$ cat src/rtl/seven_seg_pkg.sv
// Shared types and constants for the seven-segment multiplexer.
//   SEG_OFF       - all segments dark (active-low bus)
//   hex_digit_t   - one 4-bit hex digit
//   seg_pattern_t - active-low segment pattern {g,f,e,d,c,b,a}
package seven_seg_pkg;

    localparam logic [6:0] SEG_OFF = 7'b1111111;

    typedef logic [3:0] hex_digit_t;
    typedef logic [6:0] seg_pattern_t;

endpackage

$ cat src/rtl/seven_seg_mux_if.sv
// Bundle of the digit-load inputs and display-pin outputs of seven_seg_mux.
//   load       - capture digits_in/blank_mask into the pending buffer
//   digits_in  - 4*NUM_DIGITS hex digits, digit 0 in the low nibble
//   blank_mask - 1 = digit forced dark
//   seg        - active-low segments {g,f,e,d,c,b,a}
//   an         - active-low anode enables, one-cold at most
//   frame_done - one-cycle pulse at the end of the last digit's slot
// master: digit producer side; slave: the multiplexer.
interface seven_seg_mux_if #(
    parameter int unsigned NUM_DIGITS = 2
);
    import seven_seg_pkg::*;

    logic                    load;
    logic [4*NUM_DIGITS-1:0] digits_in;
    logic [NUM_DIGITS-1:0]   blank_mask;
    seg_pattern_t            seg;
    logic [NUM_DIGITS-1:0]   an;
    logic                    frame_done;

    modport master (
        output load, digits_in, blank_mask,
        input  seg, an, frame_done
    );

    modport slave (
        input  load, digits_in, blank_mask,
        output seg, an, frame_done
    );

endinterface

$ cat src/rtl/seven_seg.sv
// Combinational hex-to-seven-segment decoder.
//   digit_i - hex digit 0..F
//   seg_o   - active-low segment pattern {g,f,e,d,c,b,a}
module seven_seg
    import seven_seg_pkg::*;
(
    input  hex_digit_t   digit_i,
    output seg_pattern_t seg_o
);

    always_comb begin
        seg_o = SEG_OFF;
        unique case (digit_i)
            4'h0: seg_o = 7'b1000000;
            4'h1: seg_o = 7'b1111001;
            4'h2: seg_o = 7'b0100100;
            4'h3: seg_o = 7'b0110000;
            4'h4: seg_o = 7'b0011001;
            4'h5: seg_o = 7'b0010010;
            4'h6: seg_o = 7'b0000010;
            4'h7: seg_o = 7'b1111000;
            4'h8: seg_o = 7'b0000000;
            4'h9: seg_o = 7'b0010000;
            4'hA: seg_o = 7'b0001000;
            4'hB: seg_o = 7'b0000011;
            4'hC: seg_o = 7'b1000110;
            4'hD: seg_o = 7'b0100001;
            4'hE: seg_o = 7'b0000110;
            4'hF: seg_o = 7'b0001110;
            default: seg_o = SEG_OFF;
        endcase
    end

endmodule

$ cat src/rtl/seven_seg_mux.sv
// Time-multiplexed driver for NUM_DIGITS common-anode seven-segment digits on
// one shared active-low segment bus. Each digit owns a REFRESH_DIV-cycle slot
// whose first DEADTIME cycles are blanked. Loads are double-buffered and only
// committed at the frame boundary so a frame never shows mixed data.
//   clk   - system clock
//   reset - synchronous, active-high reset
//   bus   - seven_seg_mux_if.slave (load/digits_in/blank_mask in,
//           seg/an/frame_done out, all outputs registered)
// Build option: define SEVSEG_LZB_EN for leading-zero blanking of digits > 0.
module seven_seg_mux
    import seven_seg_pkg::*;
#(
    parameter int unsigned NUM_DIGITS  = 2,
    parameter int unsigned REFRESH_DIV = 24000,
    parameter int unsigned DEADTIME    = 16
) (
    input  logic           clk,
    input  logic           reset,
    seven_seg_mux_if.slave bus
);

    localparam int unsigned CntW = (REFRESH_DIV > 1) ? $clog2(REFRESH_DIV) : 1;
    localparam int unsigned IdxW = (NUM_DIGITS > 1) ? $clog2(NUM_DIGITS) : 1;

    localparam logic [CntW-1:0] CntLast = CntW'(REFRESH_DIV - 1);
    localparam logic [CntW-1:0] DeadCnt = CntW'(DEADTIME);
    localparam logic [IdxW-1:0] IdxLast = IdxW'(NUM_DIGITS - 1);

    logic [CntW-1:0] cnt_q, cnt_d;
    logic [IdxW-1:0] idx_q, idx_d;

    hex_digit_t [NUM_DIGITS-1:0] pend_dig_q, pend_dig_d;
    logic       [NUM_DIGITS-1:0] pend_mask_q, pend_mask_d;
    logic                        pend_valid_q, pend_valid_d;
    hex_digit_t [NUM_DIGITS-1:0] act_dig_q, act_dig_d;
    logic       [NUM_DIGITS-1:0] act_mask_q, act_mask_d;

    seg_pattern_t          seg_q, seg_d;
    logic [NUM_DIGITS-1:0] an_q, an_d;
    logic                  frame_done_q, frame_done_d;

    logic                  slot_end;
    logic                  frame_end;
    logic [NUM_DIGITS-1:0] lz_blank;
    logic [NUM_DIGITS-1:0] dark;
    hex_digit_t            digit_sel;
    seg_pattern_t          seg_dec;

    // Slot counter and digit index.
    always_comb begin
        slot_end  = (cnt_q == CntLast);
        frame_end = slot_end && (idx_q == IdxLast);
        cnt_d     = slot_end ? '0 : cnt_q + 1'b1;
        idx_d     = idx_q;
        if (slot_end) begin
            idx_d = (idx_q == IdxLast) ? '0 : idx_q + 1'b1;
        end
    end

    // Double buffer: a load on the commit edge bypasses pending entirely.
    always_comb begin
        pend_dig_d   = pend_dig_q;
        pend_mask_d  = pend_mask_q;
        pend_valid_d = pend_valid_q;
        act_dig_d    = act_dig_q;
        act_mask_d   = act_mask_q;
        if (frame_end) begin
            pend_valid_d = 1'b0;
            if (bus.load) begin
                act_dig_d  = bus.digits_in;
                act_mask_d = bus.blank_mask;
            end else if (pend_valid_q) begin
                act_dig_d  = pend_dig_q;
                act_mask_d = pend_mask_q;
            end
        end else if (bus.load) begin
            pend_dig_d   = bus.digits_in;
            pend_mask_d  = bus.blank_mask;
            pend_valid_d = 1'b1;
        end
    end

`ifdef SEVSEG_LZB_EN
    // Digit i > 0 goes dark while it and every higher digit are zero.
    always_comb begin
        logic zero_run;
        zero_run = 1'b1;
        lz_blank = '0;
        for (int i = NUM_DIGITS - 1; i > 0; i--) begin
            zero_run    = zero_run && (act_dig_q[i] == 4'h0);
            lz_blank[i] = zero_run;
        end
    end
`else
    assign lz_blank = '0;
`endif

    assign dark      = act_mask_q | lz_blank;
    assign digit_sel = act_dig_q[idx_q];

    seven_seg u_dec (
        .digit_i (digit_sel),
        .seg_o   (seg_dec)
    );

    // Outputs are computed from the current counter state and registered, so
    // seg and an always switch together on one edge.
    always_comb begin
        seg_d        = SEG_OFF;
        an_d         = '1;
        frame_done_d = frame_end;
        if ((cnt_q >= DeadCnt) && !dark[idx_q]) begin
            seg_d       = seg_dec;
            an_d[idx_q] = 1'b0;
        end
    end

    always_ff @(posedge clk) begin
        if (reset) begin
            cnt_q        <= '0;
            idx_q        <= '0;
            pend_dig_q   <= '0;
            pend_mask_q  <= '0;
            pend_valid_q <= 1'b0;
            act_dig_q    <= '0;
            act_mask_q   <= '1;
            seg_q        <= SEG_OFF;
            an_q         <= '1;
            frame_done_q <= 1'b0;
        end else begin
            cnt_q        <= cnt_d;
            idx_q        <= idx_d;
            pend_dig_q   <= pend_dig_d;
            pend_mask_q  <= pend_mask_d;
            pend_valid_q <= pend_valid_d;
            act_dig_q    <= act_dig_d;
            act_mask_q   <= act_mask_d;
            seg_q        <= seg_d;
            an_q         <= an_d;
            frame_done_q <= frame_done_d;
        end
    end

    assign bus.seg        = seg_q;
    assign bus.an         = an_q;
    assign bus.frame_done = frame_done_q;

endmodule

$ cat src/flat_wrapper.sv
// flat-port wrapper written by rule: the top's interface ports become plain ports
module seven_seg_mux_flat import seven_seg_pkg::*;
#(
    parameter int unsigned NUM_DIGITS  = 2,
    parameter int unsigned REFRESH_DIV = 24000,
    parameter int unsigned DEADTIME    = 16
)
  (clk, reset, bus_load, bus_digits_in, bus_blank_mask, bus_seg, bus_an, bus_frame_done);
  seven_seg_mux_if #(.NUM_DIGITS(NUM_DIGITS)) bus_i ();
  input  logic clk;
  input  logic reset;
  input wire logic [$bits(bus_i.load)-1:0] bus_load;
  input wire logic [$bits(bus_i.digits_in)-1:0] bus_digits_in;
  input wire logic [$bits(bus_i.blank_mask)-1:0] bus_blank_mask;
  output wire logic [$bits(bus_i.seg)-1:0] bus_seg;
  output wire logic [$bits(bus_i.an)-1:0] bus_an;
  output wire logic [$bits(bus_i.frame_done)-1:0] bus_frame_done;
  assign bus_i.load = bus_load;
  assign bus_i.digits_in = bus_digits_in;
  assign bus_i.blank_mask = bus_blank_mask;
  assign bus_seg = bus_i.seg;
  assign bus_an = bus_i.an;
  assign bus_frame_done = bus_i.frame_done;
  seven_seg_mux #(.NUM_DIGITS(NUM_DIGITS), .REFRESH_DIV(REFRESH_DIV), .DEADTIME(DEADTIME)) u_core (.clk(clk), .reset(reset), .bus(bus_i));
endmodule
$ cat config.mk
export PLATFORM = sky130hd
export DESIGN_NAME = seven_seg_mux_flat
export DESIGN_NICKNAME = d
export VERILOG_FILES = /design/src/rtl/seven_seg_pkg.sv /design/src/rtl/seven_seg_mux_if.sv /design/src/rtl/seven_seg.sv /design/src/rtl/seven_seg_mux.sv /design/src/flat_wrapper.sv
export SDC_FILE = /design/constraint.sdc
export NUM_CORES = 1
export LEC_CHECK = 0
export ABC_CLOCK_PERIOD_IN_PS = 2800
export CORE_MARGIN = 5
export CORE_UTILIZATION = 30
export DETAILED_ROUTE_END_ITERATION = 16
export DONT_BUFFER_PORTS = 1
export GPL_ROUTABILITY_DRIVEN = 0
export PLACE_DENSITY = 0.43
export SYNTH_ARGS = -nofsm -noshare
export SYNTH_HDL_FRONTEND = slang
export SYNTH_SLANG_ARGS = --single-unit
$ cat constraint.sdc
create_clock -name clk -period 2.8 [get_ports clk]
set_input_delay 0 -clock clk [delete_from_list [all_inputs] [get_ports clk]]
set_output_delay 0 -clock clk [all_outputs]
set_load 0.02 [all_outputs]
Yosys cells after proc, flatten, opt, wreduce, memory -nomap -nowiden --
Memories as Yosys holds them, arrays and structs flattened. A register that Yosys moved wholly into a read port is not among the register bits. Index checks and enable logic that the tools add are counted.
Word-level totals: register bits after elaboration 40, bits in read-only memories 112, input bits 13, output and inout bits 10, logic and storage cells 42, memories 1
Cells by class: add/subtract/negate cells 2, order comparisons 3, equal/unequal tests 1, mux-type cells 11, bitwise logic cells 3, reduce and logical (&&, ||, !) cells 10
Memories:
- (name not given) | depth 16, bits a word 7, rd ports 1, clocked after memory_dff 1, write ports 0, RTL line seven_seg.sv:13 | unique case (digit_i)
Operator list (number):
- 8-bit 2-to-1 mux | 2
- 15-bit by 1-bit adder with 15-bit output (second input constant) | 1
- 15-bit == test (second input constant) | 1
- 15-bit by 5-bit >= comparator with 1-bit output (second input constant) | 1
- 4-bit 2-to-1 mux | 2
- 2-bit OR reduction | 3
- 1-bit 2-to-1 mux | 4
- 2-bit 2-to-1 mux | 2
- 2-bit AND reduction | 2
- 1-bit logical AND | 3
- 1-bit by 2-bit < comparator with 1-bit output (second input constant) | 1
- 1-bit inverter | 2
- 2-bit inverter | 1
- 2-bit nonzero test | 1
- 1-bit adder (second input constant) | 1
- 1-bit demux with 1-bit select | 1
- 1-bit >= comparator (second input constant) | 1
- 1-bit zero test | 1

Longest topological paths before layout --
Gate-level depths: netlist (run 1).
depth after elaboration 6, gate-level depth with buffers 7, mapped depth without buffers 5

By module --
Synthesis (run 1) repeated with hierarchy kept, for this count alone.
Unflattened totals: cell total of the unflattened synthesis 246, area, all modules 2363.5 µm²
Modules (own cells, without submodules):
- seven_seg_mux | times used 1, cells an instance 215, area an instance 2102.0 µm², sequential area each 940.9 µm²
- seven_seg | times used 1, cells an instance 31, area an instance 261.5 µm², sequential area each 0.0 µm²

Least setup slack after synthesis (run 1) --
Ideal clock, no wire load.
kind flip-flop to flip-flop, from register u_core.idx_q, to register u_core.seg_q[3] (netlist: u_core.bus.seg[3]), setup time 0.134 ns, arrival time 1.894 ns, data required time 2.666 ns, path slack 0.772 ns, stages on the path, launching flop included 7, path buffers 1, clock period less this slack 2.028 ns, cells stage by stage dfxtp_1 > buf_4 > mux2i_1 > inv_1 > ha_1 > mux4_2 > nand2b_1
On the way: cells in the longest elaborated chain, start to end 6, elaborated cells between the ends (all ways) 8, those cells by class 4 x mux; 1 x bitwise; 3 x reduce/logical
RTL lines:
- start, declared | RTL line seven_seg_mux.sv:30 | logic [IdxW-1:0] idx_q, idx_d;
- start signal, assigned | RTL line seven_seg_mux.sv:132 | idx_q <= idx_d;
- 1-bit 2-to-1 mux (not written as such) (2 in a row) | RTL line seven_seg_mux.sv:112 | if ((cnt_q >= DeadCnt) && !dark[idx_q]) begin
- 1-bit zero test | RTL line seven_seg_mux.sv:112
- 1-bit logical AND | RTL line seven_seg_mux.sv:112
- 1-bit inverter (no source line)
- 2-bit OR reduction (no source line)
- end, declared | RTL line seven_seg_mux.sv:38 | seg_pattern_t seg_q, seg_d;
Parallel ways exist; a longest one is shown, timed or not. The select of a mux whose other input is x is not followed. A chain may end at the register's enable or synchronous reset.

Final worst setup path (run 1) --
from register u_core.cnt_q[0], to register u_core.pend_mask_q[0]
On the way: cells in the longest elaborated chain, start to end 4
RTL lines:
- start, declared | RTL line seven_seg_mux.sv:29 | logic [CntW-1:0] cnt_q, cnt_d;
- start signal, assigned | RTL line seven_seg_mux.sv:131 | cnt_q <= cnt_d;
- 15-bit == test | RTL line seven_seg_mux.sv:51 | slot_end = (cnt_q == CntLast);
- 1-bit logical AND | RTL line seven_seg_mux.sv:52 | frame_end = slot_end && (idx_q == IdxLast);
- 1-bit inverter (no source line)
- 2-bit AND reduction (no source line)
- end signal, assigned | RTL line seven_seg_mux.sv:134 | pend_mask_q <= pend_mask_d;
- end, declared | RTL line seven_seg_mux.sv:33 | logic [NUM_DIGITS-1:0] pend_mask_q, pend_mask_d;
No other way between the ends.

==> flow_summary.yaml, run 1 <==
drt:
  vias_per_cell: 4.768
  antenna_left: 0
  first_pass_iters: 4
  wl_microns: 4672
  drc: 0
  drtIter0Drc: 48
  vias: 1645
  drt-wirelength-per-cell_microns: 13.54
clock_network:
  cts-resized-gates: 0
  clk_path_buf_depth: 2
  clkLatencyLatePin_ns: 0.31
  numCtsBuffers: 5
  cts_setup_buffers: 0
  hold_buffers: 17
  clkTransAtPathRegs_ns: 0.09
  cts.sinks: 47
  cts-root-buf: "clkbuf_8"
  cts_max_level: 2
  cts_tree: "done"
logic_synthesis:
  synth_seq_area_share_pct: 41.96
  syn-num-nets: 254
  synth.distinct_cells: 35
  synth_edf_count: 0
  syn_avg_cell_area_sq_um: 9.623
  synthCells: 233
  yosysWarnings: 0
  synth_area_sq_mm: 0.002242
  synth-seq-cells: 47
  synthArstFlopShare_pct: 0
  synth_flop_cell: "dfxtp_1"
cells_and_area:
  fin_cells: 345
  utilization_pct: 36.14
  fin_nets: 266
  diodes: 0
  design_area_sq_mm: 0.002621
  final_layout_size_suffix_gt1_share_pct: 11.38
  syn_to_final_growth_pct: 16.91
timing:
  setup_ws_ns: 0.2822
  tns_ns: 0
  max_slew_margin_pct: 55.46
  rsz0062_at_grt: "no"
  fin_worst_skew_ns: 0.007814
  fmax_mhz: 397.2
  finalCriticalPeriod_ns: 2.518
  worstMarginPinSlew_ns: 0.6495
  fin_crit_sh_pct: 89.92
  setup_viol: 0
  hold_slack_ns: 0.01055
  finalHoldViolations: 0
  maxSlewViolCount: 0
run_status:
  outcome: "finished clean"
place:
  numPlacedInstances: 320
  placed_cell_area_sq_mm: 0.002315
  portBuffers: 0
  dp_hpwl_microns: 3248
  pre_cts_ws_ns: 0.6062
floorplan:
  die-area_sq_mm: 0.009303
  io_pins: 23
  fp.coreArea_sq_mm: 0.007253
  die_w_microns: 96.45
  num_rows: 31
  die_h_microns: 96.45
  start_util_pct: 30.91
pwr:
  leakagePower_nw: 0.9979
  fin_total_pwr_mw: 1.356
  irDropWorstVdd_v: 0.0002030
  power_density_mw_per_mm2: 517.2
global_routing:
  antenna_found_initial: 0
  met3_usage_pct: 3.486
  grt_max_degree: 31
  grt_use_met2_pct: 16.03
  grt_pass1_wl_microns: 7859
  grt_pass1_vias: 1618
  busiest_layer: "met2"
  gr-total-overflow: 0
  grtUsageTotal_pct: 10.93
  met1_usage_pct: 15.14
worst_setup_path:
  cp_max_fo: 10
  worstPathCellList: "ha_1 > and4_2 > nand4_4 > and2_1 > a31o_2 > dlygate4sd3_1"
  critPathMaxStageDelay_ns: 0.54
  critPathLaunchType: "register"
  endpoint_kind: "register"
  worstPathArrival_ns: 2.71
  crit_required_ns: 2.99
  path_class: "register to register"
  slowest_stage: "dlygate4sd3_1"
run:
  cap_violations: 0
hold_path:
  hold_class: "input pin to register"
## Yosys cell counts (6+ instances only)
cell type  number  share of area, %
ha_1            8               4.5
inv_1           6               1.0
mux2i_1        19               8.5
dfxtp_1        47                42
xor2_1         12               4.7
clkbuf_1        8               1.3
nor4_1         12               3.3
nand2_1        24               4.0
a21oi_1         9               2.0
nand4_1         6               1.7
a31o_1          8               3.1
nor2_1         19               3.2
## layer usage
| metal | share of wire [%] | up-vias |
|---|---|---|
| li1 | - | 852 |
| met5 | 0 | - |
| met2 | 42 | 32 |
| met1 | 52 | 754 |
| met4 | 1.1 | 0 |
| met3 | 5.3 | 7 |
## logic make-up (layout without fill, tap and decap cells)
logic type	Yosys count	count (layout)	synth area share, %
AND/OR/NAND/NOR	84	84	20.37
flip-flops	47	47	41.96
AO/OA/AOI/OAI	33	33	11.10
multiplexers	25	25	12.00
buffers and inverters	22	35	4.631
XOR/XNOR	14	14	5.469
adder cells (fa/ha/maj)	8	8	4.464
## placed cells by master (no fill, tap or decap), types with 2 or more instances in the layout
cell            n
dfxtp_1        47
nand2_1        24
mux2i_1        19
nor2_1         19
dlygate4sd3_1  17
nor4_1         12
xor2_1         12
a21oi_1         9
a31o_1          8
ha_1            8
inv_1           6
nand4_1         6
mux2_2          5
a31o_2          5
nand3_1         5
clkbuf_8        5
and4_1          4
and3_1          4
buf_4           4
o221ai_1        3
and2_1          3
o211ai_1        3
o21ai_0         2
xnor2_1         2
nand2b_1        2
bufinv_16       2
## power breakdown
group          internal, mW  switching, mW
sequential            0.681        0.00716
clock                 0.356          0.239
combinational        0.0391         0.0336
## critical path, delay by kind of cell, from the launching register on
family | cells | cell delay, ns
compound gates | 1 | 0.31
fa+ha+maj | 1 | 0.31
buf+inv | 1 | 0.54
flops | 1 | 0.37
simple gates | 3 | 0.87
## registers in the layout, indices dropped and copies added (netlist names)
register	count
u_core.idx_q	1
u_core.pend_dig_q	8
u_core.act_dig_q	8
u_core.cnt_q	15
u_core.bus.seg	7
u_core.act_mask_q	2
u_core.bus.an	2
u_core.pend_valid_q	1
u_core.pend_mask_q	2
u_core.bus.frame_done	1
## final timing paths
kind	from	to	slack, ns	depth (start not counted)
hold reg to reg	u_core.pend_dig_q[3]	u_core.pend_dig_q[3]	0.46	2
setup / recovery	u_core.cnt_q[0]	u_core.pend_mask_q[0]	0.28	6
hold / removal	bus_load	u_core.act_mask_q[0]	0.01	3
setup reg to reg	u_core.cnt_q[0]	u_core.pend_mask_q[0]	0.28	6
## final cells by class
| cell class | count | area [sq um] |
|---|---|---|
| clock buffers | 5 | 68.82 |
| fillers | 759 | 4632 |
| repair buffers | 21 | 200.2 |
| multi-input cells | 164 | 1197 |
| flip-flops and latches | 47 | 940.9 |
| well taps | 99 | 123.9 |
| clock inverters | 3 | 67.56 |
| inverters | 6 | 22.52 |
Power figures use the tool's default switching activity.
==> run 2: changes to the inputs <==
--- a/config.mk
+++ b/config.mk
@@ -12,6 +12,8 @@
 export DONT_BUFFER_PORTS = 1
 export GPL_ROUTABILITY_DRIVEN = 0
 export PLACE_DENSITY = 0.43
+export SKIP_CTS_REPAIR_TIMING = 1
 export SYNTH_ARGS = -nofsm -noshare
 export SYNTH_HDL_FRONTEND = slang
+export SYNTH_HIERARCHICAL = 1
 export SYNTH_SLANG_ARGS = --single-unit
==> run 2 against run 1 <==
  * The run now ends with hold timing left
  * Global-route usage down 1.1 points
  * Flip-flop and latch count unchanged
  * Area after synthesis increased by 5.4%
  * Combinational power is 13% higher
  * Critical path type unchanged
  * Largest cell class unchanged
  * Largest power group unchanged
==> flow_summary.yaml, run 2 <==
floorplan:
  num_rows: 32
  die_h_microns: 98.76
  die_w_microns: 98.76
  die-area_sq_mm: 0.009754
  fp.coreArea_sq_mm: 0.007687
  start_util_pct: 30.75
  io_pins: 23
timing:
  fin_crit_sh_pct: 86.20
  max_slew_margin_pct: 62.31
  maxSlewViolCount: 0
  tns_ns: 0
  hold_slack_ns: -0.02097
  setup_viol: 0
  finalCriticalPeriod_ns: 2.414
  finalHoldViolations: 4
  fin_worst_skew_ns: 0.01068
  rsz0062_at_grt: "no"
  worstMarginPinSlew_ns: 0.5654
  fmax_mhz: 414.3
cells_and_area:
  largest-register: "u_core/cnt_q"
  most-common-layout-cells: "dfxtp_1, mux2i_1, nand2b_1"
  diodes: 0
  largest_register_ff_count: 15
  utilization_pct: 34.86
  design_area_sq_mm: 0.002680
  reg.largest.list: "u_core/cnt_q (15), u_core/act_dig_q (8), u_core/pend_dig_q (8)"
  syn_to_final_growth_pct: 13.39
  n_fill_cell: 790
  final_common_cell: "dfxtp_1"
  fin_nets: 277
  final_layout_size_suffix_gt1_share_pct: 11.33
worst_setup_path:
  reg2reg_from: "u_core/cnt_q[0]"
  reg2reg_to: "u_core/act_dig_q[1]"
  crit_required_ns: 3.05
  worstPathArrival_ns: 2.66
  rrSetupSlack_ns: 0.39
  critPathLaunchType: "register"
  path_class: "register to register"
  worstRegToRegCells: 7
  cp_max_fo: 21
  endpoint_kind: "register"
place:
  placed_cell_area_sq_mm: 0.002416
  portBuffers: 0
  dp_hpwl_microns: 3073
logic_synthesis:
  synth_edf_count: 0
  synth_top_cell_by_area: "dfxtp_1"
  syn-num-nets: 268
  synth_area_sq_mm: 0.002364
  synth_area_leaders: "dfxtp_1, mux2i_1, nand2b_1"
  synth_most_common_cell: "dfxtp_1"
  synthCells: 246
  synth_common_cells: "dfxtp_1, mux2i_1, nand2b_1, nor2_1, clkbuf_1"
  synth-seq-cells: 47
  netlist.area_leader.share_pct: 39.81
  synthArstFlopShare_pct: 0
  synth_flop_cell: "dfxtp_1"
  synth_seq_area_share_pct: 39.81
  synth.distinct_cells: 40
  yosysWarnings: 6
  syn_avg_cell_area_sq_um: 9.608
run_status:
  violations: "hold timing"
  outcome: "complete, but fails checks"
drt:
  drc: 0
  vias_per_cell: 4.676
  drt-wirelength-per-cell_microns: 13.17
  vias: 1674
  antenna_left: 0
  drtIter0Drc: 63
  wl_microns: 4715
  first_pass_iters: 5
global_routing:
  grt_use_met2_pct: 13.79
  busiest_layer: "met1"
  met3_usage_pct: 3.043
  grt_pass1_vias: 1574
  grtUsageTotal_pct: 9.839
  gr-total-overflow: 0
  grt_pass1_wl_microns: 7921
  grt_max_degree: 38
  antenna_found_initial: 0
  met1_usage_pct: 14.24
hold_path:
  hold_class: "input pin to register"
  min-delay-start: "bus_digits_in[0]"
  min_path_cells: 2
  whs_endpoint: "u_core/act_dig_q[0]"
clock_network:
  clkTransAtPathRegs_ns: 0.10
  cts_tree: "done"
  numCtsBuffers: 5
  clk_path_buf_depth: 2
  cts-root-buf: "clkbuf_8"
  cts.sinks: 47
  cts_max_level: 2
  clkLatencyLatePin_ns: 0.30
pwr:
  irDropWorstVdd_v: 0.0001831
  p_clk_share_pct: 35.3
  switchingPower_mw: 0.2893
  p_int_mw: 0.9031
  comb_power_share_pct: 6.9
  sw_frac_of_total_pct: 24.26
  power_frac_seq_pct: 57.8
  leakagePower_nw: 0.9493
  power_density_mw_per_mm2: 444.9
run:
  cap_violations: 0
==> run 2: cell types whose count changed in the layout (fill, tap and decap cells not counted), moves of 5 or more <==
cell / previous run / this run
a211oi_1: 0 / 5
a31o_1: 8 / 0
or2_2: 0 / 9
nand2b_1: 2 / 22
nor4_1: 12 / 2
a311oi_1: 0 / 8
a31o_2: 5 / 0
nand2_1: 24 / 7
==> run 2: cell type report <==
type / count / area, sq um / area share (%)
inverter: 8 / 30.03 / 1.120
tap: 102 / 127.6 / 4.762
clock inverter: 3 / 25.02 / 0.9337
sequential: 47 / 940.9 / 35.11
clock buffer: 5 / 68.82 / 2.568
multi-input combinational: 174 / 1295 / 48.32
timing repair buffer: 19 / 192.7 / 7.190
==> run 2: layer usage <==
layer	up-vias	share of wire (%)
met5	-	0
met4	0	0.81
met3	5	4.7
met2	35	43
met1	756	52
li1	878	-
==> run 2: stage by stage <==
step	instances	total power, mW	setup WS (ns)	hold WS, ns
2_1_floorplan	246	0.7642	0.6318	0.1553
3_3_place_gp	334	0.7623	0.6511	0.07595
3_5_place_dp	334	0.7626	0.6010	0.07847
4_1_cts	342	1.202	0.5858	-0.2593
5_1_grt	358	1.267	0.2118	0.004083
6_report	358	1.192	0.3864	-0.02097
==> run 2: how the worst max path moves through the flow <==
stage,from,to,slack [ns]
after CTS,u_core/idx_q,u_core/bus.seg[3],0.59
after global routing,u_core/cnt_q[0],u_core/act_dig_q[5],0.21
after floorplan,u_core/idx_q,u_core/bus.seg[3],0.63
final,u_core/cnt_q[0],u_core/act_dig_q[1],0.39
after global placement,u_core/idx_q,u_core/bus.seg[3],0.65
after detailed placement,u_core/idx_q,u_core/bus.seg[3],0.60
==> run 2: cell families after synthesis <==
| logic type | synth area share [%] |
|---|---|
| muxes | 12.76 |
| and+or+nand+nor | 23.29 |
| AOI/OAI and AO/OA | 8.788 |
| buffers and inverters | 5.400 |
| DFF | 39.81 |
| adders and majority gates | 4.765 |
| xor gates and xnor gates | 5.188 |
==> run 2: critical path: stages (launching register included) <==
cell and delay, ns:
dfxtp_1 0.39, ha_1 0.39, nand4_1 0.20, nor4_4 0.19, buf_4 0.29, a21oi_1 0.09, a311oi_1 0.24, dlygate4sd3_1 0.58
==> run 2: power groups by stage <==
stage / logic [mW] / registers (mW) / clock network [mW]
final: 0.0821 / 0.690 / 0.421
after global routing: 0.0925 / 0.692 / 0.482
after CTS: 0.0577 / 0.690 / 0.455
after detailed placement: 0.0573 / 0.705 / 0
after global placement: 0.0571 / 0.705 / 0
after floorplan: 0.0605 / 0.704 / 0
